===== config.mk =====
export PLATFORM = sky130hd
export DESIGN_NAME = rf_writeback_queue
export DESIGN_NICKNAME = d
export VERILOG_FILES = /design/src/rtl/rf_writeback_queue.sv
export SDC_FILE = /design/constraint.sdc
export NUM_CORES = 1
export LEC_CHECK = 0
export CORE_AREA = 2 2 134 136
export DETAILED_ROUTE_END_ITERATION = 8
export DIE_AREA = 0 0 136 138
export GPL_TIMING_DRIVEN = 0
export PLACE_DENSITY = 0.79
export SLEW_MARGIN = 30
export SYNTH_ARGS = -nofsm -noshare
export SYNTH_HDL_FRONTEND = slang
export SYNTH_SLANG_ARGS = --single-unit

===== constraint.sdc =====
create_clock -name clk -period 8.35 [get_ports clk]
set_input_delay 1.67 -clock clk [delete_from_list [all_inputs] [get_ports clk]]
set_output_delay 1.67 -clock clk [all_outputs]
set_load 0.01 [all_outputs]

===== src/rtl/rf_writeback_queue.sv =====
// ---------------------------------------------------------------------------
// rf_writeback_queue
//
// Purpose:
//   Writer-side front end for the 32x32 register file write port. Completed
//   results arrive from the ALU and from the memory load path, each over a
//   valid/ready handshake. They are buffered in a small in-order FIFO and
//   drained one entry per cycle into the register file. Per-register busy
//   flags let operand fetch stall on registers that still have a pending
//   write.
//
// Ports:
//   clk        in   clock, all state updates on the rising edge
//   reset      in   asynchronous, active-low; 0 clears all state at once
//   alu_valid  in   ALU result valid
//   alu_rd     in   ALU destination register       [ADDR_W]
//   alu_data   in   ALU result                     [DATA_W]
//   alu_ready  out  ALU result accepted this cycle
//   mem_valid  in   load result valid
//   mem_rd     in   load destination register      [ADDR_W]
//   mem_data   in   load result                    [DATA_W]
//   mem_ready  out  load result accepted this cycle
//   Dc         out  register file write data       [DATA_W]
//   write      out  register file write enable
//   rd         out  register file write index      [ADDR_W]
//   rs1, rs2   in   operand indices to check       [ADDR_W]
//   busy1/2    out  a pending write to rs1/rs2 exists
//   count      out  current occupancy              [$clog2(DEPTH)+1]
// ---------------------------------------------------------------------------
module rf_writeback_queue #(
   parameter int DEPTH   = 4,
   parameter int DATA_W  = 32,
   parameter int ADDR_W  = 5,
   parameter bit DROP_R0 = 1'b1
) (
   input  logic                     clk,
   input  logic                     reset,
   input  logic                     alu_valid,
   input  logic [ADDR_W-1:0]        alu_rd,
   input  logic [DATA_W-1:0]        alu_data,
   output logic                     alu_ready,
   input  logic                     mem_valid,
   input  logic [ADDR_W-1:0]        mem_rd,
   input  logic [DATA_W-1:0]        mem_data,
   output logic                     mem_ready,
   output logic [DATA_W-1:0]        Dc,
   output logic                     write,
   output logic [ADDR_W-1:0]        rd,
   input  logic [ADDR_W-1:0]        rs1,
   input  logic [ADDR_W-1:0]        rs2,
   output logic                     busy1,
   output logic                     busy2,
   output logic [$clog2(DEPTH):0]   count
);

   localparam int PTR_W = $clog2(DEPTH);
   localparam int CNT_W = PTR_W + 1;

   logic [ADDR_W-1:0] r_entryRd   [DEPTH];
   logic [DATA_W-1:0] r_entryData [DEPTH];
   logic [DEPTH-1:0]  r_entryValid;
   logic [PTR_W-1:0]  r_wrPtr;
   logic [PTR_W-1:0]  r_rdPtr;
   logic [CNT_W-1:0]  r_count;

   logic [CNT_W-1:0]  w_free;
   logic              w_memPush;
   logic              w_aluPush;
   logic              w_memEnq;
   logic              w_aluEnq;
   logic              w_pop;
   logic [PTR_W-1:0]  w_aluSlot;

   assign count = r_count;

   // Handshake readiness comes only from the occupancy registered at the
   // start of the cycle, so a pop in this same cycle never frees a slot for
   // an incoming result. The load path wins the last free slot: the ALU is
   // only held off when exactly one slot remains and a load wants it.
   always_comb begin
      w_free    = CNT_W'(DEPTH) - r_count;
      mem_ready = (w_free >= CNT_W'(1));
      alu_ready = (w_free >= CNT_W'(2)) | ((w_free == CNT_W'(1)) & ~mem_valid);
   end

   // A transfer completes whenever valid meets ready. Results aimed at x0
   // still complete their handshake when dropping is enabled, but they never
   // occupy a slot. When both producers enqueue together the load is older,
   // so it takes the write pointer slot and the ALU result lands one behind.
   always_comb begin
      w_memPush = mem_valid & mem_ready;
      w_aluPush = alu_valid & alu_ready;
      w_memEnq  = w_memPush & ~(DROP_R0 & (mem_rd == '0));
      w_aluEnq  = w_aluPush & ~(DROP_R0 & (alu_rd == '0));
      w_aluSlot = r_wrPtr + PTR_W'(w_memEnq);
      w_pop     = (r_count != '0);
   end

   // FIFO state. The register file always accepts, so any non-empty cycle
   // retires the head. Pushes only ever target free slots, which keeps the
   // pop clear and push set on different entries. Pointers wrap naturally
   // because DEPTH is a power of two.
   always_ff @(posedge clk or negedge reset) begin
      if (!reset) begin
         r_wrPtr      <= '0;
         r_rdPtr      <= '0;
         r_count      <= '0;
         r_entryValid <= '0;
         for (int i = 0; i < DEPTH; i++) begin
            r_entryRd[i]   <= '0;
            r_entryData[i] <= '0;
         end
      end else begin
         if (w_pop) begin
            r_entryValid[r_rdPtr] <= 1'b0;
            r_rdPtr               <= r_rdPtr + PTR_W'(1);
         end
         if (w_memEnq) begin
            r_entryRd[r_wrPtr]    <= mem_rd;
            r_entryData[r_wrPtr]  <= mem_data;
            r_entryValid[r_wrPtr] <= 1'b1;
         end
         if (w_aluEnq) begin
            r_entryRd[w_aluSlot]    <= alu_rd;
            r_entryData[w_aluSlot]  <= alu_data;
            r_entryValid[w_aluSlot] <= 1'b1;
         end
         r_wrPtr <= r_wrPtr + PTR_W'(w_memEnq) + PTR_W'(w_aluEnq);
         r_count <= r_count + CNT_W'(w_memEnq) + CNT_W'(w_aluEnq) - CNT_W'(w_pop);
      end
   end

   // The write port simply mirrors the head entry. When the queue is empty
   // the index and data are forced to zero so the register file sees a
   // quiet bus.
   always_comb begin
      write = (r_count != '0);
      rd    = '0;
      Dc    = '0;
      if (write) begin
         rd = r_entryRd[r_rdPtr];
         Dc = r_entryData[r_rdPtr];
      end
   end

   // Busy flags scan every occupied slot, including the head that is being
   // retired this cycle; results pushed this cycle only show up next cycle.
   // x0 is never reported busy when writes to it are discarded.
   always_comb begin
      busy1 = 1'b0;
      busy2 = 1'b0;
      for (int i = 0; i < DEPTH; i++) begin
         if (r_entryValid[i] && (r_entryRd[i] == rs1)) busy1 = 1'b1;
         if (r_entryValid[i] && (r_entryRd[i] == rs2)) busy2 = 1'b1;
      end
      if (DROP_R0 && (rs1 == '0)) busy1 = 1'b0;
      if (DROP_R0 && (rs2 == '0)) busy2 = 1'b0;
   end

endmodule


==> Word level (Yosys, flattened, before mapping) <==
Index checks and enable logic that the tools add are counted.
{ "word_totals": {"romBits": 0, "n_memories": 0, "in_bits": 88, "reg_bits": 159, "elab_cells": 118, "ramBits": 0, "latch_bits": 0, "output_inout_bits": 45} }
{ "classes": {"n_div": 0, "mul": 0, "mux": 43, "addsub": 7, "n_bitwise": 16, "order_cmp": 13, "n_eq_ne": 9, "reduce_logical": 18, "shifts": 0} }
{ "ops": {"columns": ["operator", "n"], "rows": [
  ["bitwise mux 128 bit", 2],
  ["2-to-1 mux 128 bit", 2],
  ["2-to-1 mux 32 bit", 5],
  ["demux 32 bit (select 2 bit)", 2],
  ["binary-select mux 32 bit (select 2 bit)", 1],
  ["bitwise mux 20 bit", 2],
  ["== test 5 bit", 8],
  ["2-to-1 mux 20 bit", 2],
  ["2-to-1 mux 5 bit", 5],
  ["demux 5 bit (select 2 bit)", 2],
  ["logical NOT 5 bit", 4],
  ["logical AND 1 bit", 13],
  ["2-to-1 mux 1 bit", 13],
  ["2-to-1 mux 4 bit", 3],
  ["binary-select mux 5 bit (select 2 bit)", 1],
  [">= comparator 3 bit, second input constant", 3],
  ["< comparator 2 x 3 -> 1 bit, second input constant", 3],
  ["inverter 2 -> 3 bit", 3],
  ["bitwise OR 4 bit", 2],
  ["adder 3 x 1 -> 3 bit", 2],
  ["demux 1 bit (select 2 bit)", 3],
  [">= comparator 2 x 1 -> 1 bit, second input constant", 3],
  ["< comparator 3 x 1 -> 1 bit, second input constant", 2],
  ["bitwise AND 1 bit", 5],
  ["other kinds (12)", 15]
]} }

==> Longest topological paths before layout <==
{ "logic_depth": {"ltp_word": 12, "ltp_mapped": 14, "mapped_depth_nobuf": 12} }

==> Worst setup path after synthesis <==
No wires, ideal clock.
{ "synth_timing": {"path_kind": "input to output", "start": "input port rs2[3]", "end": "output port busy2", "cell_stages": 6, "t_required_ps": 6680, "path_slack_ps": 4104, "path_buffers": 1, "arrival_time_ps": 2576, "path_cell_list": "clkbuf_1 -> xor2_1 -> nor4_1 -> nand3_1 -> nand4_1 -> o21a_1"} }
{ "synth_between": {"elab_chain_len": 7, "word_cells_on_any_way": 14, "cone_classes": "4 x eq/ne; 5 x mux; 5 x reduce/logical"} }
{ "synth_lines": {"columns": ["item", "line", "text"], "rows": [
  ["from (decl)", "50", "input logic [ADDR_W-1:0] rs2,"],
  ["== test 5 bit", "154", "if (r_entryValid[i] && (r_entryRd[i] == rs2)) busy2 = 1'b1;"],
  ["logical AND 1 bit", "154", null],
  ["2-to-1 mux 1 bit (4 in series)", "154", null],
  ["2-to-1 mux 1 bit *", "157", "if (DROP_R0 && (rs2 == '0)) busy2 = 1'b0;"],
  ["to (decl)", "52", "output logic busy2,"]
]} }
Every way passes the cells marked *; elsewhere a longest branch is shown, timed or not.

==> Final worst setup path <==
{ "layout_timing": {"start": "input port mem_rd[2]", "end": "register r_entryRd[18] (netlist name)"} }
{ "layout_between": {"elab_chain_len": 11, "word_cells_on_any_way": 13, "cone_classes": "1 x add/sub; 2 x order compare; 5 x mux; 3 x bitwise; 2 x reduce/logical"} }
{ "layout_lines": {"columns": ["item", "line", "text"], "rows": [
  ["from (decl)", "43", "input logic [ADDR_W-1:0] mem_rd,"],
  ["logical NOT 5 bit *", "93", "w_memEnq = w_memPush & ~(DROP_R0 & (mem_rd == '0));"],
  ["inverter 1 bit *", "93", null],
  ["bitwise AND 1 bit *", "93", null],
  ["adder 2 x 1 -> 2 bit", "95", "w_aluSlot = r_wrPtr + PTR_W'(w_memEnq);"],
  ["inverter 2 -> 3 bit (implied by the code)", "124", "r_entryRd[w_aluSlot] <= alu_rd;"],
  [">= comparator 3 bit (implied by the code) / < comparator 3 x 1 -> 1 bit (equally long branches)", "124", null],
  ["logical AND 1 bit (implied by the code)", "124", null],
  ["2-to-1 mux 5 bit (implied by the code)", "124", null],
  ["demux 5 bit (select 2 bit)", "124", null],
  ["bitwise mux 20 bit", "124", null],
  ["2-to-1 mux 20 bit *", "123", "if (w_aluEnq) begin"],
  ["to (signal, indexed assignment)", "119", "r_entryRd[r_wrPtr] <= mem_rd;"],
  ["to (signal, indexed assignment)", "124", null],
  ["to (decl)", "59", "logic [ADDR_W-1:0] r_entryRd [DEPTH];"]
]} }
Marks and branches as above.
A chain may end at the register's enable or synchronous reset.

==> metrics <==
DR iter-0 viols=540; CP Capture Type=register; share of cells above drive strength 1=9.52%; Post-Place Cells=1226; Sink Count=159; Initial Util=53.0%; endpoints failing setup=0; Crit Path Max Fanout=10; CTS resizes=0; final hold violation count=0; WHS=0.553 ns; VDD IR max=0.268 mV; asr flop ratio synth=100%; top area cells in the synthesized netlist=dfrtp_1 43%, mux2i_1 16%, mux4_2 9.0%, nand2_1 6.0%, o21ai_0 4.1%; main combinational cell family by area after synthesis=multiplexers; cell area after synthesis=0.00930 mm²; Compound-Gate Fraction of Synth Area=8.65%; headroom to the max-slew limit=38.1%; cts bufs inserted=17; setup TNS=0 ns; Clock transition at path regs=0.06 ns; pwr/cell area=433 mW/mm²; initial antenna violation count=0; # DRC=0; Primary FF master, synth=dfrtp_1; final WL=25800 µm; max-cap violations=0; EDFF count, synth=0; hold buffers post-CTS=0; final std cells w/o fill=1258; Remaining Overflow, GRT=0; top cells by count, synth=159 x dfrtp_1, 149 x nand2_1, 148 x mux2i_1, 76 x o21ai_0, 74 x o21ai_1; wire per inst=20.5 µm; yosys warns=0; Worst Setup Path Type=input port to register; status=complete, no violations; fraction of synthesized cell area in xor and xnor cells=4.24%; #FFs+latches synth=159; Final Net Count=1117; Max Clock Skew=0.00633 ns; Adder-Cell Fraction of Synth Area=1.91%; synth unique cells=34; Final period util=62.0%; GP Congestion=0.917; die span in y=138 µm; routed vias=7418; Crit path required time=8.63 ns; Via density=5.90; CTS tree=done; n_diodes=0; vias in the first global route=7715; Ports=133; Worst Hold Class=register to register; Skew-Pair Late Insertion Delay=0.43 ns; First-pass DRT Iterations=6; arrival time at the worst endpoint=5.45 ns; syn avg cell area=10.6 µm²; Yosys top cell area share=42.8%; Syn Inst Count=874; largest net degree at the start of global routing=88; unrepaired setup endpoints after global routing=no; Die Wd=136 µm; cell taking the most area after synthesis=dfrtp_1; HPWL after DPL=17300 µm; P&R area growth vs syn=23.0%; Core Box Area=0.0175 mm²; IO Port Bufs=122; CP startpoint kind=input port; die area=0.0188 mm²; top-count cell post-synth=dfrtp_1; Bufs on Longest Clock Path=2; post-synthesis mux area share=25.0%; total track usage=28.7%; minimum clock period=5.18 ns; CTS Root Buffer Type=clkbuf_16; Worst Tran Pin Value=0.916 ns; post-CTS setup buffer count=0; Post-DRT Antenna Nets=0; Pleak=0.00541 µW; Final Max Tran Viols=0; Synthesized Nets=975; fmax=193 MHz; Cell Area, Placed=0.0108 mm²; register area share after synthesis=42.8%; H-tree Lvls=4; simple-gate share of the synthesized area=11.2%; Final Cell Area=0.0114 mm²; Design Power=4950 µW; Rows=49; fill count=1421; first-pass GRT wire length=41200 µm
==> metrics by stage <==
step | setup slack [ns] | utilization [%]
global placement | -0.941 | 61.6
global route | 2.99 | 65.3
finish | 3.17 | 65.3
CTS | 3.23 | 65.2
detailed placement | 2.84 | 61.8
floorplan | 4.10 | -
==> power by group <==
group / switching (µW) / internal [µW]
Combinational: 1320 / 1380
Sequential: 278 / 1180
Clock: 315 / 484
Total: 1910 / 3040
==> logic make-up after synthesis <==
| kind of cell | count (synthesis) |
|---|---|
| buffers and inverters | 90 |
| AOI/OAI and AO/OA | 156 |
| and+or+nand+nor | 225 |
| DFF | 159 |
| muxes | 186 |
| xor gates and xnor gates | 45 |
| adders and majority gates | 13 |
==> worst paths after layout <==
path	cells past startpoint	slack, ns	from	to
setup / recovery	10	3.17	mem_rd[2]	r_entryRd[18]
hold / removal	2	0.55	r_entryData[53]	r_entryData[53]
setup reg to reg	12	4.00	count[0]	r_entryRd[18]
hold reg to reg	2	0.55	r_entryData[53]	r_entryData[53]
max in group asynchronous	2	6.33	reset	r_entryData[95]
min in group asynchronous	1	1.19	reset	r_entryData[12]
==> per-layer routing <==
layer,track usage [%],share of wire (%),up-vias
met5,0,0,-
met4,10.6,1.8,0
met3,5.57,6.7,41
met2,46.9,50,326
met1,38.0,41,3721
li1,-,-,3330
==> sequential cells by signal (all words and copies together) (netlist names) <==
register	count
r_entryData	128
r_entryValid	4
r_rdPtr	2
count	3
r_wrPtr	2
r_entryRd	20
==> cell usage in the layout, fill, tap and decap left out, types with 2 or more instances in the layout <==
| cell | instances |
|---|---|
| clkinv_2 | 5 |
| nand3_1 | 8 |
| ha_1 | 11 |
| fa_1 | 2 |
| buf_6 | 4 |
| clkbuf_16 | 17 |
| clkdlybuf4s50_1 | 121 |
| xnor2_1 | 12 |
| mux2i_1 | 148 |
| o21a_1 | 2 |
| dfrtp_1 | 159 |
| inv_1 | 16 |
| nor4b_1 | 2 |
| clkbuf_8 | 2 |
| bufinv_16 | 3 |
| nor4_1 | 9 |
| nand2_1 | 149 |
| buf_12 | 12 |
| nor2_1 | 2 |
| o21ai_1 | 74 |
| clkinvlp_4 | 2 |
| o21ai_2 | 2 |
| o21ai_0 | 76 |
| buf_4 | 4 |
| buf_2 | 3 |
| nand3b_1 | 4 |
| mux4_2 | 37 |
| clkbuf_1 | 46 |
| and2_1 | 37 |
| or3_1 | 4 |
| buf_1 | 5 |
| or4_1 | 5 |
| nand4_1 | 2 |
| clkbuf_2 | 2 |
| xor2_1 | 33 |
==> critical path, stage by stage <==
cell and delay, ns:
clkdlybuf4s50_1 0.53, or4_1 0.56, o211ai_2 0.29, inv_1 0.08, ha_1 0.19, xnor2_1 0.34, nor4b_1 0.49, clkbuf_1 0.49
clkbuf_1 0.59, o21ai_1 0.20
==> cell type report <==
cell class | instances | area [µm²] | area share (%)
Tap cell | 229 | 287 | 2.50
Sequential cell | 159 | 3980 | 34.8
Timing Repair Buffer | 123 | 1250 | 11.0
Clock inverter | 11 | 139 | 1.21
Buffer | 74 | 524 | 4.58
Multi-Input combinational cell | 625 | 4740 | 41.4
Inverter | 16 | 60.1 | 0.525
Clock buffer | 21 | 460 | 4.02
Power figures use the tool's default switching activity.
==> edit, RTL diff (same settings) <==
The parameter `DROP_R0` goes from 1'b1 to 1'b0.
--- a/src/rtl/rf_writeback_queue.sv
+++ b/src/rtl/rf_writeback_queue.sv
@@ -33,3 +33,3 @@
    parameter int ADDR_W  = 5,
-   parameter bit DROP_R0 = 1'b1
+   parameter bit DROP_R0 = 1'b0
 ) (
Behaviour: not the same (Yosys sat finds a counterexample within 4 cycles, from zero or initial values and one cycle with reset low).
==> edit against the unedited design <==
  * Total power grew 3.0%
  * Sequential share of layout area grew 0.23 points
  * Die area unchanged
  * Final cell count decreased by 0.87%
  * Worst setup slack worse by 26 ps
  * Design area is 0.64% lower
  * Clock skew up 2.1 ps
  * Area after synthesis down 2.8%
  * Wire length shrank 1.2%
  * Global-route usage shrank 0.86 points
  * Non-clock buffer count decreased by 1
  * Sequential cell count is the same
  * Critical endpoint is now busy1
  * Largest cell class unchanged
==> edit: results (changes against the unedited design) <==
- The post-detailed-route via-to-cell ratio is 5.83 (was 5.90).
- The peak ir drop on the vdd network is 0.261 mV (was 0.268 mV).
- The global-route usage over all layers came to 27.8% (was 28.7%).
- The starting DRC count in detailed routing came to 640 (was 540).
- The final weighted congestion in routability-driven placement is 0.879 (was 0.917).
- Status: complete, no violations (unchanged).
- The buffer type at the clock tree root is clkbuf_16 (unchanged).
- The slowest cell on the critical path is clkdlybuf4s50_1 (was clkbuf_1).
- The number of global-route vias before repair was 7,594 (was 7,715).
- The number of nets produced by synthesis is 953 (was 975).
- The distinct cell type count after synthesis is 37 (was 34).
- The number of gates resized after CTS is 0 (unchanged).
- The sequential element share of the synthesized area is 44.0% (was 42.8%).
- The largest stage delay on the critical path came to 540 ps (was 590 ps).
- The share of the synthesized netlist area taken by xor and xnor gates was 4.46% (was 4.24%).
- The synthesized-area fraction occupied by ao, oa, aoi and oai cells is 8.67% (was 8.65%).
- The wire length of the first global-routing pass is 40,300 um (was 41,200 um).
- The arrival time at the worst endpoint is 3530 ps (was 5450 ps).
- The largest net degree at the start of global routing is 78 (was 88).
- The number of buffers created by CTS is 17 (unchanged).
- The mux share of post-synthesis cell area is 25.7% (was 25.0%).
- The number of detailed-routing iterations run before antenna repair is 5 (was 6).
- The setup fix buffers added after clock tree synthesis came to 0 (unchanged).
- The worst setup timing slack at the placement stage is 3170 ps (was 2840 ps).
- The instance area after placement is 10,700 um2 (was 10,800 um2).
- The HPWL after detailed placement was 17,200 um (was 17,300 um).
- The most used flip-flop cell after synthesis is dfrtp_1 (unchanged).
- Most frequent cells after synthesis: dfrtp_1, mux2i_1, nand2_1 (was dfrtp_1, nand2_1, mux2i_1).
- The hold violation count in the final report is 0 (unchanged).
- The adder-cell share of the synthesized area is 1.97% (was 1.91%).
- The clock latency on the worst-skew pair is 430 ps (about the same).
- The largest clock skew in the final design was 8.47 ps (was 6.33 ps).
- The count of yosys warnings during synthesis is 0 (unchanged).
- The share of cells above drive strength 1 is 9.72% (was 9.52%).
- The number of port buffers was 132 (was 122).
- The number of nets at the end of the flow was 1,106 (was 1,117).
- The largest fanout on the critical path is 4 (was 10).
- The initial antenna violation count is 0 (unchanged).
- The worst relative slew slack was 46.4% (was 38.1%).
- The leakage power of the design is 4.69 nW (was 5.41 nW).
- The post-synthesis async set-or-reset flop share was 100% (unchanged).
- The average detailed-routed wire length per instance is 20.4 um (was 20.5 um).
- Cell types occupying the most area after synthesis: dfrtp_1, mux2i_1, mux4_2 (unchanged).
==> edit: power by group <==
group	internal (mW)	switching, mW	leakage (nW)
registers	1.19	0.277	1.86
logic	1.41	1.37	2.51
clock network	0.548	0.311	0.317
==> edit: per-layer routing <==
layer	vias to the layer above	GRT usage (%)	part of all wire, %
met5	-	0	0
met4	0	9.43	2.2
met3	46	4.99	6.5
met2	318	46.0	51
met1	3623	37.1	41
li1	3289	-	-
==> edit: path summary, 6_finish.rpt <==
kind | endpoint | startpoint | cells past startpoint | slack [ps]
min reg2reg | r_entryValid[3]$_DFF_PN0_ | r_entryValid[3]$_DFF_PN0_ | 2 | 540
min in group asynchronous | r_entryData[22]$_DFF_PN0_ | reset | 1 | 1070
max reg2reg | r_entryData[97]$_DFF_PN0_ | count[0]$_DFF_PN0_ | 11 | 4620
max in group asynchronous | r_entryData[97]$_DFF_PN0_ | reset | 3 | 6330
max | busy1 | rs1[3] | 7 | 3150
min | r_entryValid[3]$_DFF_PN0_ | r_entryValid[3]$_DFF_PN0_ | 2 | 540
==> edit: metrics by stage <==
stage | instances | hold WS, ps | TNS [ps]
after CTS | 1247 | 545 | 0
after global routing | 1247 | 572 | 0
after detailed placement | 1215 | 521 | 0
after global placement | 1213 | 515 | -150270
final | 1247 | 543 | 0
after floorplan | 852 | 474 | 0
==> edit: final cells by class <==
type | count | area [um2]
plain buffers | 62 | 333
well taps | 229 | 287
clock buffers | 23 | 508
fillers | 1394 | 6160
multi-input cells | 620 | 4690
inverters | 11 | 42.5
repair buffers | 134 | 1380
flip-flops and latches | 159 | 3980
clock inverters | 9 | 153
==> edit: logic make-up after synthesis <==
family / count (synthesis)
compound gates: 155
buf+inv: 73
simple gates: 220
flops: 159
xor+xnor: 46
fa+ha+maj: 13
mux: 186
